`config.mk`:
```
export PLATFORM = sky130hd
export DESIGN_NAME = light_seq_ctrl
export DESIGN_NICKNAME = d
export VERILOG_FILES = /design/src/rtl/light_seq_ctrl.sv
export SDC_FILE = /design/constraint.sdc
export NUM_CORES = 1
export LEC_CHECK = 0
export CELL_PAD_IN_SITES_DETAIL_PLACEMENT = 0
export CELL_PAD_IN_SITES_GLOBAL_PLACEMENT = 1
export CORE_ASPECT_RATIO = 1.25
export CORE_MARGIN = 3
export CORE_UTILIZATION = 30
export CTS_CLUSTER_DIAMETER = 60
export DETAILED_ROUTE_END_ITERATION = 10
export PLACE_DENSITY_LB_ADDON = 0.1
export SLEW_MARGIN = 20
export SYNTH_ARGS = -nofsm -noshare
export SYNTH_HDL_FRONTEND = slang
export SYNTH_SLANG_ARGS = --single-unit
```
`constraint.sdc`:
```
create_clock -name clk -period 4.6 [get_ports clk]
set_input_delay 0.92 -clock clk [delete_from_list [all_inputs] [get_ports clk]]
set_output_delay 0.92 -clock clk [all_outputs]
set_load 0.02 [all_outputs]
```
`src/rtl/light_seq_ctrl.sv`:
```
// light_seq_ctrl: button-stepped mode selector, programmable step tick and 7-LED pattern decode.
// Define LSC_BOUNCE_EN for a ping-pong CHASE pattern instead of 6->0 wrap.
module light_seq_ctrl #(
    parameter int BASE_DIV = 4,
    parameter int DIV_W    = 19
) (
    input  logic       clk,
    input  logic       rst,
    input  logic       btn,
    input  logic [1:0] rate_sel,
    output logic [1:0] mode,
    output logic [2:0] step,
    output logic       step_tick,
    output logic [6:0] led
);
    typedef enum logic [1:0] {OFF = 2'd0, STEADY = 2'd1, BLINK = 2'd2, CHASE = 2'd3} mode_t;
    mode_t            mode_q, mode_d;
    logic             btn_q, press;
    logic [DIV_W-1:0] count_q, count_d, limit;
    logic [2:0]       step_q, step_d, step_up;
    logic             phase_q, phase_d;
`ifdef LSC_BOUNCE_EN
    logic             dir_q, dir_d;
    logic [2:0]       step_dn;
    assign step_dn = (step_q == 3'd0 || step_q == 3'd7) ? 3'd0 : step_q - 3'd1;
`endif
    assign press     = btn & ~btn_q;
    assign limit     = (DIV_W'(BASE_DIV) << rate_sel) - DIV_W'(1);
    // >= rather than == so shrinking rate_sel mid-period ticks at once instead of wrapping
    assign step_tick = (mode_q != OFF) && (count_q >= limit);
    assign step_up   = (step_q >= 3'd6) ? 3'd0 : step_q + 3'd1;
    always_ff @(posedge clk or posedge rst) begin
        if (rst) begin
            mode_q  <= OFF;
            btn_q   <= 1'b0;
            count_q <= '0;
            step_q  <= '0;
            phase_q <= 1'b0;
`ifdef LSC_BOUNCE_EN
            dir_q   <= 1'b0;
`endif
        end else begin
            mode_q  <= mode_d;
            btn_q   <= btn;
            count_q <= count_d;
            step_q  <= step_d;
            phase_q <= phase_d;
`ifdef LSC_BOUNCE_EN
            dir_q   <= dir_d;
`endif
        end
    end
    always_comb begin
        mode_d  = mode_q;
        count_d = count_q;
        step_d  = step_q;
        phase_d = phase_q;
`ifdef LSC_BOUNCE_EN
        dir_d   = dir_q;
`endif
        if (press) begin
            mode_d  = mode_t'(mode_q + 2'd1);
            count_d = '0;
            step_d  = '0;
            phase_d = 1'b0;
`ifdef LSC_BOUNCE_EN
            dir_d   = 1'b0;
`endif
        end else if (mode_q == OFF) begin
            count_d = '0;
            step_d  = '0;
            phase_d = 1'b0;
        end else begin
            count_d = step_tick ? '0 : count_q + DIV_W'(1);
            phase_d = (mode_q == BLINK) && (phase_q ^ step_tick);
            if (step_tick) begin
`ifdef LSC_BOUNCE_EN
                if (mode_q == CHASE && dir_q) begin
                    step_d = step_dn;
                    dir_d  = (step_dn != 3'd0);
                end else begin
                    step_d = step_up;
                    dir_d  = (mode_q == CHASE) && (step_up == 3'd6);
                end
`else
                step_d = step_up;
`endif
            end
        end
    end
    always_comb begin
        led = (mode_q == STEADY) ? 7'h7F :
              (mode_q == BLINK)  ? (phase_q ? 7'h00 : 7'h7F) :
              (mode_q == CHASE)  ? (7'b1 << step_q) : 7'h00;
    end
    assign mode = mode_q;
    assign step = step_q;
endmodule
```
### Word level (Yosys, flattened, before mapping)

Cells that the tools add are included.
W data, S select, Z words.

| operators by class | value |
|---|---|
| muxes and demuxes | 13 |
| shift-type cells | 2 |
| order comparisons | 2 |
| bitwise logic cells | 3 |
| reduce and logical (&&, ||, !) cells | 5 |
| equality and inequality tests | 3 |
| $add $sub $neg | 4 |

Operators with widths:

| operator | count |
|---|---|
| $mux W19 | 3 |
| $mux W7 | 4 |
| $add A19 B1 Y19 const B | 1 |
| $ge A19 B19 Y1 | 1 |
| $shl A3 B2 Y19 const A | 1 |
| $sub A19 B2 Y19 const B | 1 |
| $mux W3 | 4 |
| $shl A1 B3 Y7 const A | 1 |
| $eq A2 B2 Y1 const B | 2 |
| $add A3 B1 Y3 const B | 1 |
| $ge A3 B3 Y1 const B | 1 |
| $reduce_bool A3 Y1 | 1 |
| $add A2 B1 Y2 const B | 1 |
| $eq A2 B1 Y1 const B | 1 |
| $logic_and A1 B1 Y1 | 2 |
| $logic_not A2 Y1 | 1 |
| $mux W1 | 2 |
| $reduce_bool A2 Y1 | 1 |
| $and A1 B1 Y1 | 1 |
| $not A1 Y1 | 1 |
| $xor A1 B1 Y1 | 1 |

| storage, ports and cells | value |
|---|---|
| input port bits | 5 |
| logic and storage cells | 37 |
| output and inout bits | 13 |
| bits in registers | 26 |

### Depth between registers and ports, before layout

Gate-level depths: netlist of run 1.

| depth | value |
|---|---|
| depth after elaboration | 8 |
| depth in mapped cells | 6 |
| gate-level depth less buffers | 6 |

### Worst setup path before layout of run 1

OpenSTA, ideal clock, no wires.

| timing path | value |
|---|---|
| path type | input to output |
| start | input rate_sel[0] |
| end | output step_tick |
| cell stages on the path | 5 |
| data required time | 3.680 ns |
| buffers on the path | 0 |
| setup slack | 1.674 ns |
| arrival time | 2.006 ns |
| cells stage by stage | nand2_1 -> ha_1 -> o211ai_1 -> o211a_4 -> a21oi_1 |

| between the ends | value |
|---|---|
| word-level cells in the longest chain between the ends | 4 |

Ends and longest elaborated chain:

| element | line | RTL |
|---|---|---|
| from (decl) | 10 | `input logic [1:0] rate_sel,` |
| $shl A3 B2 Y19 | 28 | `assign limit = (DIV_W'(BASE_DIV) << rate_sel) - DIV_W'(1);` |
| $sub A19 B2 Y19 | 28 |  |
| $ge A19 B19 Y1 | 30 | `assign step_tick = (mode_q != OFF) && (count_q >= limit);` |
| $logic_and A1 B1 Y1 | 30 |  |
| to (decl) | 13 | `output logic step_tick,` |

No other way between the ends.

### Worst setup path after layout of run 1

| timing path | value |
|---|---|
| start | input rate_sel[1] |
| end | output step_tick |

The elaborated chain is that of the path after synthesis.

==> out/qor.txt, run 1 <==
run status -> finished clean
startpoint of the worst hold path -> count_q[0]
post-CTS sizing -> 0
maximum root-to-sink buffer count -> 2
peak clock frequency supported by timing -> 258 MHz
total via count in the routed design -> 834
crit end category -> output pin
maximum level of the CTS H-tree -> 1
post-cts hold buffer count -> 0
Crit path required time -> 3.68 ns
# DRC -> 0
Yosys top cell by area -> sky130_fd_sc_hd__dfrtp_1
via count of the first global-routing pass -> 832
total of max-cap violations -> 0
most frequent cells in the layout -> 26 x sky130_fd_sc_hd__dfrtp_1, 17 x sky130_fd_sc_hd__clkdlybuf4s50_1, 13 x sky130_fd_sc_hd__ha_1, 13 x sky130_fd_sc_hd__conb_1, 9 x sky130_fd_sc_hd__inv_1
first-pass GRT wire length -> 3770 microns
critical setup path kind -> in -> out
initial drt markers -> 14
Global Route Usage Sum -> 0.0963
FF-to-FF Start -> count_q[2]
number of nets with antenna violations after routing -> 0
Reg area -> 651 sq um
count of clock tree sinks -> 26
clock buffers created by TritonCTS -> 3
vias per cell -> 4.26
Final Power -> 0.913 mW
root buffer cell -> sky130_fd_sc_hd__clkbuf_8
cells along the critical path -> clkdlybuf4s50_1, nand2_1, ha_1, o211ai_1, o211a_4, a21oi_1, clkdlybuf4s50_1
Power Dens Cells -> 555 nW/um^2
initial antenna violation count -> 0
largest stage delay on the critical path -> 0.62 ns
GP Congestion -> 0.743
core outline area -> 4130 sq um
buffer count from post-CTS setup fixing -> 0
CP most frequent cell -> sky130_fd_sc_hd__clkdlybuf4s50_1
total of endpoints with negative setup slack in the final report -> 0
antenna cells -> 0
number of slew-limit violations in the final report -> 0
Vert. Die Dim -> 79.6 microns
total standard cell area after synthesis -> 1300 sq um
synthesis warning total -> 0
most common library cell in the layout ignoring fill and taps -> sky130_fd_sc_hd__dfrtp_1
I/O pins -> 18
kind of start point of the critical path -> input pin
static leakage power -> 0.762 nW
start point of the critical path -> rate_sel[1]
placement row count -> 26
first drt pass iteration count -> 3
highest ir drop seen on vdd -> 138 uV
min Tclk post-route -> 3.88 ns
share of layout cells above drive strength 1 -> 0.129
mean instance size in the synthesized netlist -> 12.0 sq um
top-area cell type share of the netlist area -> 0.500
CP Max Fanout -> 4
cell types with the largest area share after synthesis -> sky130_fd_sc_hd__dfrtp_1 50%, sky130_fd_sc_hd__ha_1 13%, sky130_fd_sc_hd__nor4_2 4.8%, sky130_fd_sc_hd__a21o_1 4.0%, sky130_fd_sc_hd__nor3_1 3.1%
Worst Max-Slew Pin Slew -> 0.904 ns
Filler Cell Count -> 420
Clock Pin Slew Worst Setup and Hold Paths -> 0.08 ns
sequential share of the synthesized area -> 0.500
final routed wirelength across all metal layers -> 2220 microns
final-report hold violation count -> 0
later-pin clock latency in the skew report -> 0.26 ns
area growth from synthesis to layout -> 26.6%
path category of the worst min-delay check -> reg -> reg
number of I/O port buffers -> 17
maximum number of pins on one net before global-route repair -> 27
number of distinct library cell variants in the gate-level netlist after synthesis -> 28
Total Die Area -> 5160 sq um
clock tree from TritonCTS -> yes
synthesis-stage register bit count -> 26
Nets -> 159
relative slew slack -> 0.394
x dimension of the die -> 64.9 microns
initial core utilization -> 0.315
critical path's slowest cell -> sky130_fd_sc_hd__clkdlybuf4s50_1
worst clock skew -> 0.00385 ns
average wire per cell in the routed design -> 11.3 microns
setup repair after global routing missed its margin -> no
cells after synthesis -> 108
setup TNS after final layout -> 0 ns
part of the cycle the worst path needs -> 0.844
CP Data Arrival Time -> 2.96 ns
detailed placement HPWL -> 1790 microns
multi-input combinational cell area -> 646 sq um
total congestion overflow after global routing -> 0
-- worst max-delay path: cells and delay by family --
family / cells / cell delay, ns
fa+ha+maj: 1 / 0.29
buf+inv: 2 / 1.11
simple gates: 1 / 0.06
compound gates: 3 / 0.58
-- through the flow --
stage | hold WS [ns] | setup WS (ns) | utilization | cells | cell area (sq um)
5_1_grt | 0.571 | 0.651 | 0.398 | 196 | 1650
3_3_place_gp | 0.535 | 0.721 | 0.381 | 192 | 1570
6_report | 0.540 | 0.718 | 0.398 | 196 | 1650
3_5_place_dp | 0.537 | 0.723 | 0.381 | 192 | 1570
2_1_floorplan | 0.495 | 1.67 | - | 120 | 1350
4_1_cts | 0.550 | 0.712 | 0.398 | 196 | 1650
-- synthesized netlist by cell type (all sizes together) --
library cell   n
nand3          5
conb           1
a21oi          3
ha            13
o211ai         2
nor3           8
a211oi         1
xnor2          2
buf            1
nor4           6
dfrtp         26
o21a           1
a21o           7
and3           4
o211a          1
nand2          4
nor2b          1
a31o           3
inv           10
o21ai          2
or2            1
xor2           3
nor2           3
-- registers in the layout (all words and copies together), names as in the netlist --
name and count:
btn_q 1, count_q 19, mode 2, phase_q 1
step 3
-- kinds of logic after synthesis --
logic type	Yosys count	share of synthesized area
AO/OA/AOI/OAI	20	0.124
XOR/XNOR	5	0.0337
adder cells (fa/ha/maj)	13	0.125
buffers and inverters	11	0.0375
flip-flops	26	0.500
other	1	0.00288
AND/OR/NAND/NOR	32	0.176
-- area by class of cell --
cell class / instances / area share
repair buffers: 17 / 0.103
well taps: 56 / 0.0426
multi-input cells: 83 / 0.392
inverters: 10 / 0.0228
clock inverters: 1 / 0.0183
flip-flops and latches: 26 / 0.395
clock buffers: 3 / 0.0251
-- metal layers --
metal,global-route usage,share of wire,vias up,wire (microns)
met5,0,0,-,0
met4,0.0381,0.017,0,38
met3,0.0211,0.023,4,50
met2,0.173,0.52,13,1160
met1,0.109,0.44,392,964
li1,-,-,425,-
-- final timing paths --
kind / to / slack (ns) / cells past startpoint
worst max-delay path: step_tick / 0.72 / 7
worst min-delay path: count_q[0] / 0.54 / 1
worst max register to register: step[1] / 2.92 / 5
worst min register to register: count_q[0] / 0.54 / 1
max in group asynchronous: count_q[5] / 3.13 / 2
min in group asynchronous: mode[0] / 1.04 / 2
-- power by group --
group | switching (mW) | total (mW) | internal [mW]
sequential | 0.0269 | 0.283 | 0.256
clock | 0.0678 | 0.184 | 0.116
combinational | 0.235 | 0.446 | 0.211
total | 0.329 | 0.913 | 0.583
Power figures use the tool's default switching activity.
==> run 2: changes to the inputs <==
==> constraint.sdc (replaced) <==
create_clock -name clk -period 3.45 [get_ports clk]
set_input_delay 0.69 -clock clk [delete_from_list [all_inputs] [get_ports clk]]
set_output_delay 0.69 -clock clk [all_outputs]
set_load 0.02 [all_outputs]
==> out/qor.txt, run 2 (synthesis gave the netlist of run 1 again) <==
antenna cells -> 0 (unchanged)
min Tclk post-route -> 3.02 ns
number of nets with antenna violations after routing -> 0 (unchanged)
share of layout cells above drive strength 1 -> 0.135 (was 0.129)
post-CTS sizing -> 0 (unchanged)
peak clock frequency supported by timing -> 331 MHz
final-report hold violation count -> 0 (unchanged)
kind of start point of the critical path -> input pin (unchanged)
maximum root-to-sink buffer count -> 2 (unchanged)
Vert. Die Dim -> 79.6 microns (unchanged)
post-cts hold buffer count -> 0 (unchanged)
highest ir drop seen on vdd -> 181 uV (was 138 uV)
# DRC -> 0 (unchanged)
first drt pass iteration count -> 3 (unchanged)
worst reg-to-reg setup slack -> 1.63 ns (was 2.92 ns)
setup repair after global routing missed its margin -> no (unchanged)
CP Max Fanout -> 3 (was 4)
total via count in the routed design -> 834 (unchanged)
final routed wirelength across all metal layers -> 2240 microns (was 2220 microns)
root buffer cell -> sky130_fd_sc_hd__clkbuf_8 (unchanged)
post-route cell area -> 1660 sq um (was 1650 sq um)
total of max-cap violations -> 0 (unchanged)
part of the cycle the worst path needs -> 0.876
worst clock skew -> 0.00164 ns (was 0.00385 ns)
via count of the first global-routing pass -> 847 (was 832)
CP Data Arrival Time -> 2.33 ns (was 2.96 ns)
initial drt markers -> 9 (was 14)
Power Dens Cells -> 734 nW/um^2 (was 555 nW/um^2)
detailed placement HPWL -> 1750 microns (was 1790 microns)
initial antenna violation count -> 0 (unchanged)
static leakage power -> 0.773 nW (was 0.762 nW)
buffer count from post-CTS setup fixing -> 0 (unchanged)
Nets -> 160 (was 159)
Switch Pwr -> 0.439 mW (was 0.329 mW)
initial core utilization -> 0.315 (unchanged)
number of I/O port buffers -> 17 (unchanged)
crit end category -> output pin (unchanged)
Worst Max-Slew Pin Slew -> 0.927 ns (was 0.904 ns)
flip-flop count of the largest register, all copies and words added -> 19 (unchanged)
most common library cell in the layout ignoring fill and taps -> sky130_fd_sc_hd__dfrtp_1 (unchanged)
core outline area -> 4130 sq um (unchanged)
fin cells -> 197 (was 196)
GP Congestion -> 0.729 (was 0.743)
critical setup path kind -> in -> out (unchanged)
area growth from synthesis to layout -> 27.3% (was 26.6%)
number of slew-limit violations in the final report -> 0 (unchanged)
placement row count -> 26 (unchanged)
later-pin clock latency in the skew report -> 0.26 ns (about the same)
combinational power share -> 0.486 (was 0.488)
vias per cell -> 4.23 (was 4.26)
run status -> finished clean (unchanged)
maximum level of the CTS H-tree -> 1 (unchanged)
clock group share of total power -> 0.203 (was 0.202)
path category of the worst min-delay check -> reg -> reg (unchanged)
maximum number of pins on one net before global-route repair -> 27 (unchanged)
count of clock tree sinks -> 26 (unchanged)
clock tree from TritonCTS -> yes (unchanged)
largest register by flop count -> count_q (unchanged)
x dimension of the die -> 64.9 microns (unchanged)
most frequent cells in the layout -> 26 x sky130_fd_sc_hd__dfrtp_1, 16 x sky130_fd_sc_hd__clkdlybuf4s50_1, 13 x sky130_fd_sc_hd__ha_1, 13 x sky130_fd_sc_hd__conb_1, 9 x sky130_fd_sc_hd__inv_1 (was 26 x sky130_fd_sc_hd__dfrtp_1, 17 x sky130_fd_sc_hd__clkdlybuf4s50_1, 13 x sky130_fd_sc_hd__ha_1, 13 x sky130_fd_sc_hd__conb_1, 9 x sky130_fd_sc_hd__inv_1)
Final Power -> 1.22 mW (was 0.913 mW)
average wire per cell in the routed design -> 11.4 microns (was 11.3 microns)
first-pass GRT wire length -> 3820 microns (was 3770 microns)
relative slew slack -> 0.378 (was 0.394)
setup TNS after final layout -> 0 ns (unchanged)
total congestion overflow after global routing -> 0 (unchanged)
I/O pins -> 18 (unchanged)
Global Route Usage Sum -> 0.0961 (was 0.0963)
Crit path required time -> 2.76 ns (was 3.68 ns)
Clock Pin Slew Worst Setup and Hold Paths -> 0.09 ns (was 0.08 ns)
proportion of total power due to net switching -> 0.361 (about the same)
placed cells -> 193 (was 192)
clock buffers created by TritonCTS -> 3 (unchanged)
area post-placement -> 1580 sq um (was 1570 sq um)
internal power consumption -> 0.776 mW (was 0.584 mW)
Total Die Area -> 5160 sq um (unchanged)
total of endpoints with negative setup slack in the final report -> 0 (unchanged)
power share of the sequential group -> 0.311 (was 0.310)
-- run 2: changes by cell type in the layout (fill, tap and decap cells not counted), sizes merged --
cell	previous run	this run
dlymetal6s2s	0	1
clkdlybuf4s50	17	16
buf	0	1
-- run 2: metrics by stage --
stage,setup slack [ns],util,hold slack [ns]
detailed placement,0.0601,0.383,0.534
global placement,0.0547,0.383,0.537
CTS,0.0462,0.400,0.551
finish,0.428,0.401,0.547
floorplan,0.984,-,0.495
global route,0.359,0.401,0.568
-- run 2: cell type report --
cell class | count | area, sq um
multi-input cells | 83 | 646
flip-flops and latches | 26 | 651
repair buffers | 18 | 180
inverters | 10 | 37.5
well taps | 56 | 70.1
fillers | 437 | 2480
clock inverters | 1 | 30.0
clock buffers | 3 | 41.3
-- run 2: power by group through the flow --
stage	combinational, mW	clock [mW]	sequential [mW]
after floorplan	0.335	0	0.408
after global placement	0.598	0	0.383
after detailed placement	0.599	0	0.386
after CTS	0.601	0.260	0.380
after global routing	0.635	0.272	0.383
final	0.591	0.246	0.378
-- run 2: per-layer routing --
metal | track usage | part of all wire | wire, microns
met5 | 0 | 0 | 0
met4 | 0.0486 | 0.0089 | 20
met3 | 0.0183 | 0.020 | 44
met2 | 0.164 | 0.51 | 1130
met1 | 0.114 | 0.46 | 1040
-- run 2: worst paths after layout --
check | from | end | cells after the start
max | rate_sel[1] | step_tick | 7
min | count_q[0] | count_q[0] | 1
max reg2reg | count_q[2] | step[1] | 6
min reg2reg | count_q[0] | count_q[0] | 1
max in group asynchronous | rst | step[1] | 2
min in group asynchronous | rst | btn_q | 2
-- run 2: critical path: stages --
cell                              delay, ns
sky130_fd_sc_hd__clkdlybuf4s50_1       0.49
sky130_fd_sc_hd__nand2_1               0.06
sky130_fd_sc_hd__ha_1                  0.29
sky130_fd_sc_hd__o211ai_1              0.15
sky130_fd_sc_hd__o211a_4               0.29
sky130_fd_sc_hd__a21oi_1               0.12
sky130_fd_sc_hd__dlymetal6s2s_1        0.24
